$ cat config.mk
export PLATFORM = sky130hd
export DESIGN_NAME = sdpb_sim
export DESIGN_NICKNAME = d
export VERILOG_FILES = /design/src/rtl/sdpb_pkg.sv /design/src/rtl/sdpb_out_reg.sv /design/src/rtl/sdpb_sim.sv
export SDC_FILE = /design/constraint.sdc
export NUM_CORES = 1
export LEC_CHECK = 0
export CAP_MARGIN = 40
export CORE_UTILIZATION = 60
export CTS_BUF_LIST = sky130_fd_sc_hd__clkbuf_8
export CTS_CLUSTER_DIAMETER = 60
export DETAILED_ROUTE_END_ITERATION = 12
export PLACE_DENSITY_LB_ADDON = 0.05
export RECOVER_POWER = 100
export SETUP_SLACK_MARGIN = 0.1
export SYNTH_ARGS = -nofsm -noshare
export SYNTH_HDL_FRONTEND = slang
export SYNTH_HIERARCHICAL = 1
export SYNTH_SLANG_ARGS = --single-unit
$ cat constraint.sdc
create_clock -name clka -period 11.3 [get_ports clka]
set_clock_uncertainty 0.1 [all_clocks]
set_input_delay 1.695 -clock clka [delete_from_list [all_inputs] [get_ports clka]]
set_output_delay 1.695 -clock clka [all_outputs]
set_load 0.005 [all_outputs]
$ cat src/rtl/sdpb_pkg.sv
// Shared helpers for the simple-dual-port block RAM model: width ratios,
// power-of-two checks and storage sizing.
package sdpb_pkg;

    typedef enum logic {
        RD_BYPASS   = 1'b0,
        RD_PIPELINE = 1'b1
    } read_mode_e;

    // Storage size of the default 8x32 / 16x16 configuration.
    localparam int DEFAULT_STORAGE_BITS = 256;

    function automatic int ratio(int a, int b);
        return (a >= b) ? a / b : b / a;
    endfunction

    function automatic bit is_pow2(int x);
        return (x > 0) && ((x & (x - 1)) == 0);
    endfunction

    function automatic int storage_bits(int depth, int width);
        return depth * width;
    endfunction

endpackage

$ cat src/rtl/sdpb_out_reg.sv
// Enable/reset data register used for the read and pipeline output stages.
module sdpb_out_reg #(
    parameter int WIDTH = 16
) (
    input  logic             clk,
    input  logic             rst,
    input  logic             en,
    input  logic [WIDTH-1:0] d,
    output logic [WIDTH-1:0] q
);

    logic [WIDTH-1:0] data_d;
    logic [WIDTH-1:0] data_q;

    always_comb begin
        data_d = data_q;
        if (en) begin
            data_d = d;
        end
    end

    always_ff @(posedge clk) begin
        if (rst) begin
            data_q <= '0;
        end else begin
            data_q <= data_d;
        end
    end

    assign q = data_q;

endmodule

$ cat src/rtl/sdpb_sim.sv
// Simple-dual-port RAM with independent write (A) and read (B) widths,
// stored as an array of narrow lanes so either side can be the wide one.
module sdpb_sim
    import sdpb_pkg::*;
#(
    parameter int ADDRESS_DEPTH_A = 8,
    parameter int DATA_WIDTH_A    = 32,
    parameter int ADDRESS_DEPTH_B = 16,
    parameter int DATA_WIDTH_B    = 16,
    parameter int READ_MODE       = 0
) (
    input  logic                               clka,
    input  logic                               reseta,
    input  logic                               cea,
    input  logic [$clog2(ADDRESS_DEPTH_A)-1:0] ada,
    input  logic [DATA_WIDTH_A-1:0]            din,
    input  logic                               ceb,
    input  logic                               oce,
    input  logic [$clog2(ADDRESS_DEPTH_B)-1:0] adb,
    output logic [DATA_WIDTH_B-1:0]            dout
);

    localparam int STORAGE_BITS = storage_bits(ADDRESS_DEPTH_A, DATA_WIDTH_A);
    localparam int LANE_W       = (DATA_WIDTH_A < DATA_WIDTH_B) ? DATA_WIDTH_A : DATA_WIDTH_B;
    localparam int WIDE_W       = (DATA_WIDTH_A < DATA_WIDTH_B) ? DATA_WIDTH_B : DATA_WIDTH_A;
    localparam int LANE_DEPTH   = STORAGE_BITS / LANE_W;
    localparam int LANE_AW      = $clog2(LANE_DEPTH);
    localparam int WR_LANES     = DATA_WIDTH_A / LANE_W;
    localparam int RD_LANES     = DATA_WIDTH_B / LANE_W;

    generate
        if (STORAGE_BITS != storage_bits(ADDRESS_DEPTH_B, DATA_WIDTH_B)
            || !is_pow2(ADDRESS_DEPTH_A) || !is_pow2(ADDRESS_DEPTH_B)
            || !is_pow2(ratio(DATA_WIDTH_A, DATA_WIDTH_B))
            || (ratio(DATA_WIDTH_A, DATA_WIDTH_B) * LANE_W != WIDE_W)) begin : g_bad_cfg
            $error("sdpb_sim: port A and port B geometries are incompatible");
        end
    endgenerate

    logic [LANE_W-1:0]       mem_q [LANE_DEPTH];
    logic                    wr_en;
    logic [LANE_AW-1:0]      wr_idx  [WR_LANES];
    logic [LANE_W-1:0]       wr_lane [WR_LANES];
    logic [DATA_WIDTH_B-1:0] rd_word;
    logic [DATA_WIDTH_B-1:0] rd_q;

    // A wide write spreads over consecutive lanes, little-endian.
    always_comb begin
        wr_en = cea && !reseta;
        for (int r = 0; r < WR_LANES; r++) begin
            wr_idx[r]  = LANE_AW'(int'(ada) * WR_LANES + r);
            wr_lane[r] = din[r*LANE_W +: LANE_W];
        end
    end

    always_comb begin
        rd_word = '0;
        for (int r = 0; r < RD_LANES; r++) begin
            rd_word[r*LANE_W +: LANE_W] = mem_q[LANE_AW'(int'(adb) * RD_LANES + r)];
        end
    end

    // Storage is deliberately not reset; the read register samples the old
    // contents on a same-edge collision, giving read-first behaviour.
    always_ff @(posedge clka) begin
        if (wr_en) begin
            for (int r = 0; r < WR_LANES; r++) begin
                mem_q[wr_idx[r]] <= wr_lane[r];
            end
        end
    end

    sdpb_out_reg #(.WIDTH(DATA_WIDTH_B)) u_rd_reg (
        .clk (clka),
        .rst (reseta),
        .en  (ceb),
        .d   (rd_word),
        .q   (rd_q)
    );

    generate
        if (READ_MODE == int'(RD_PIPELINE)) begin : g_pipe
            sdpb_out_reg #(.WIDTH(DATA_WIDTH_B)) u_pipe_reg (
                .clk (clka),
                .rst (reseta),
                .en  (oce),
                .d   (rd_q),
                .q   (dout)
            );
        end else begin : g_bypass
            logic unused_oce;
            assign unused_oce = oce;
            assign dout       = rd_q;
        end
    endgenerate

endmodule

# == Word level (Yosys, flattened, before mapping) ==
# Memory sizes are Yosys's and may differ from the RTL's. A register that Yosys moved wholly into a read port is not among the register bits.
# Index checks and enable logic that the tools add are counted.
# word_totals
memories,1
inputBits,44
elab_cells,6
ramBits,256
reg_bits,0
output_inout_bits,16
# classes
n_reduce_logical,2
mux,2
n_addsub,1
# memory_table
name,depth,width,read_ports,rd_clocked_by_memory_dff,write_ports,line_no,source
mem_q,16,16,1,1,2,sdpb_sim.sv:40,logic [LANE_W-1:0] mem_q [LANE_DEPTH];
# op_table
operator,n
$add A4 B1 Y4 const B,1
$mux W1,2
$logic_and A1 B1 Y1,1
$logic_not A1 Y1,1

# == Logic depth before layout (Yosys ltp) ==
# logic_depth
ltp_word,4
depth_mapped,7
depth_no_buf,5

# == By module ==
# Netlist, hierarchy kept.
# modules_own_cells
mod,area_per_inst_um2,cells_per_inst,seq_area_each_um2,n_inst
sdpb_sim,9675.5,406,7687.4,1
sdpb_out_reg,580.6,52,320.3,1

# == Worst setup path before layout ==
# OpenSTA, ideal clock, no wires.
# synth_path
path_type,in2reg
from,input port ada[2]
to,memory mem_q[0][0] in the netlist's numbering (enable)
setup_ns,0.461
path_stages,2
required_time_ns,10.739
slack_ns,6.325
arrival_time_ns,4.414
n_path_buf,0
cell_sequence,or3b_2 nor3_1
# synth_lines
element,line_no,source
from (decl),sdpb_sim.sv:15,"input logic [$clog2(ADDRESS_DEPTH_A)-1:0] ada,"
to (decl),sdpb_sim.sv:40,

==> flow_metrics.env <==
export IMPL_period_needed_ns=6.549
export IMPL_grt_start_max_net_pins=41
export IMPL_routed_wirelength_mm=18.58
export IMPL_place_gp_congestion=0.6741
export IMPL_power_leakage_nw=3.980
export IMPL_ys_ff_latch=272
export IMPL_syn_nets=502
export IMPL_syn_avg_cell_area_um2=22.39
export IMPL_cp_start_kind="input pin"
export IMPL_numCtsBuffers=44
export IMPL_diodes=0
export IMPL_rsz0062_at_grt="no"
export IMPL_worstMarginPinSlew_ns=2.669
export IMPL_drive_gt1_share_pct=20.98
export IMPL_ir_worst_vdd_uv=131.0
export IMPL_multi_input_area_um2=2087
export IMPL_startpoint="adb[0]"
export IMPL_clock_latency_ns=0.53
export IMPL_coreArea_um2=16640
export IMPL_grt_usage_pct=22.69
export IMPL_synthCells=458
export IMPL_cts_root_buf="clkbuf_8"
export IMPL_wl_per_cell_um=22.91
export IMPL_critPathMostFrequentCell="clkbuf_1"
export IMPL_die_w_um=132.7
export IMPL_place_ws_ns=6.916
export IMPL_required_ns=11.60
export IMPL_arrival_ns=6.85
export IMPL_clk_pin_slew_ns=0.05
export IMPL_firstDrtPassIters=4
export IMPL_final_max_slew_violation_count=147
export IMPL_grt_pass1_wl_mm=28.97
export IMPL_cts_resized_gates=0
export IMPL_fmaxAchievable_mhz=152.7
export IMPL_drt_iter0_drc=318
export IMPL_synth_distinct_cells=20
export IMPL_period_share_pct=57.95
export IMPL_globalRouteMet3Util_pct=4.598
export IMPL_drv_cap=5
export IMPL_io_pins=60
export IMPL_path_cells="clkbuf_1 > clkbuf_1 > mux4_2 > a22oi_1 > nand2_1 > mux2i_1 > nor2_1"
export IMPL_synth_warnings=6
export IMPL_worstHoldStart="u_rd_reg/q[9]"
export IMPL_nFillCells=1001
export IMPL_clkSinkCount=272
export IMPL_register_area_um2=8008
export IMPL_yosys_top_cells_area="edfxtp_1, mux4_2, dfxtp_1, mux4_1, a22oi_1"
export IMPL_timing_setup_tns_ns=0
export IMPL_grt_use_met1_pct=31.18
export IMPL_setup_viol=0
export IMPL_path_buf_inv=2
export IMPL_cts_hold_buf=0
export IMPL_r2r_start="mem_q[8][6]"
export IMPL_worst_setup_path_end_kind="register"
export IMPL_synth_top_area_share_pct=74.95
export IMPL_syn_area_um2=10260
export IMPL_area_growth_pct=16.25
export IMPL_rrSetupSlack_ns=9.65
export IMPL_fp_dieH_um=132.7
export IMPL_globalRouteOverflowTotal=0
export IMPL_grt_antenna_before_repair=0
export IMPL_slew_headroom_pct=-77.93
export IMPL_grt_pass1_vias=5137
export IMPL_post_cts_setup_buffer_count=0
export IMPL_num_vias=4795
export IMPL_critical_path_max_stage_delay_ns=1.99
export IMPL_die_area_um2=17620
export IMPL_drc=0
export IMPL_fin_nets=599
export IMPL_path_max_fanout=33
export IMPL_min_path_type="reg2reg"
export IMPL_start_util_pct=61.63
export IMPL_p_per_area_nw_per_um2=172.1
export IMPL_htree_levels=2
export IMPL_portBuffers=58
export IMPL_hold_viol_final=0
export IMPL_busiest_layer="met2"
export IMPL_routed_via_density=5.912
export IMPL_path_class="in2reg"
export IMPL_ant_nets=0
export IMPL_path_delay_family="buffers and inverters"
export IMPL_ys_seq_area_share_pct=78.08
export IMPL_std_cell_rows=47
export IMPL_cts_max_path_buffers=3
export IMPL_globalRouteMet2Util_pct=37.31
export IMPL_cts_tree="built"
export IMPL_synth_largest_area_cell="edfxtp_1"
export IMPL_status="finished, violations left"
export IMPL_fin_ws_ns=4.751
export IMPL_violations="capacitance limit, slew limit"
export IMPL_slowest_stage="clkbuf_1"
export IMPL_hpwl_mm=10.93
-- where the power goes --
group | switching [mW] | internal [mW] | total [mW]
Sequential | 0.00616 | 1.13 | 1.13
Combinational | 0.0574 | 0.0537 | 0.111
Clock | 0.365 | 0.443 | 0.809
-- cell families after synthesis --
family                 share of synthesized area [%]
AO/OA/AOI/OAI                                  2.342
AND/OR/NAND/NOR                                2.025
flip-flops                                     78.08
buffers and inverters                          1.574
multiplexers                                   15.98
-- cell type report --
| class | instances | area share (%) |
|---|---|---|
| Clock buffer | 45 | 5.195 |
| Timing Repair Buffer | 76 | 5.793 |
| Sequential cell | 272 | 67.16 |
| Multi-Input combinational cell | 161 | 17.50 |
| Tap cell | 220 | 2.309 |
| Clock inverter | 37 | 2.036 |
-- registers in the layout, summed over array words and instances, names as in the netlist --
register    cells
mem_q         256
u_rd_reg/q     16
-- per-stage QoR --
| step | area, um^2 | utilization [%] | instances | hold WS (ns) | total power [mW] |
|---|---|---|---|---|---|
| after global routing | 11920 | 71.64 | 811 | 0.4094 | 2.124 |
| after floorplan | 10260 | - | 458 | 0.3850 | 1.216 |
| after CTS | 12140 | 72.96 | 811 | 0.3924 | 2.078 |
| after detailed placement | 11280 | 67.78 | 729 | 0.3800 | 1.273 |
| final | 11920 | 71.64 | 811 | 0.3908 | 2.052 |
| after global placement | 11070 | 66.49 | 720 | 0.3717 | 1.264 |
-- layer usage --
metal,vias to the layer above,wire length (um),part of all wire (%)
met3,32,1373,7.4
met5,-,0,0
met4,0,291,1.6
li1,2132,-,-
met2,164,9463,51
met1,2467,7456,40
-- worst paths after layout --
path	end	cells after the start
setup / recovery	u_rd_reg/q[6]	7
hold / removal	u_rd_reg/q[9]	2
hold reg to reg	u_rd_reg/q[9]	2
setup reg to reg	u_rd_reg/q[6]	5
-- cells in the final DEF, fill, tap and decap left out --
master             n
buf_16             1
nand2b_1           2
nor2_1            23
clkinv_4           1
clkbuf_8          45
dlygate4sd3_1     49
mux4_1            10
dfxtp_1           16
nor2b_1            2
edfxtp_1         256
inv_1             10
nor3_1             2
and2_1             1
bufinv_16          3
clkinv_1          11
nand3b_1           1
or3b_2             1
clkdlybuf4s50_1    7
mux4_2            54
clkinvlp_4         2
buf_2              1
a22oi_1           32
buf_4              5
clkbuf_1          12
buf_8              1
nand2_1           17
clkinv_2          10
mux2i_1           16
-- synth_stat cells (all sizes together) --
library cell	instances
nor2b	2
edfxtp	256
mux4	64
clkbuf	13
a22oi	32
nor2	23
nand2b	2
nor3	2
nand3b	1
and2	1
mux2i	16
or3b	1
dfxtp	16
nand2	17
buf	12
-- tightest hold or removal path: stages (launching register included) --
cell     delay (ns)
dfxtp_1        0.32
mux2i_1        0.07
nor2_1         0.07
No activity file was read; power rests on OpenSTA's default activity.
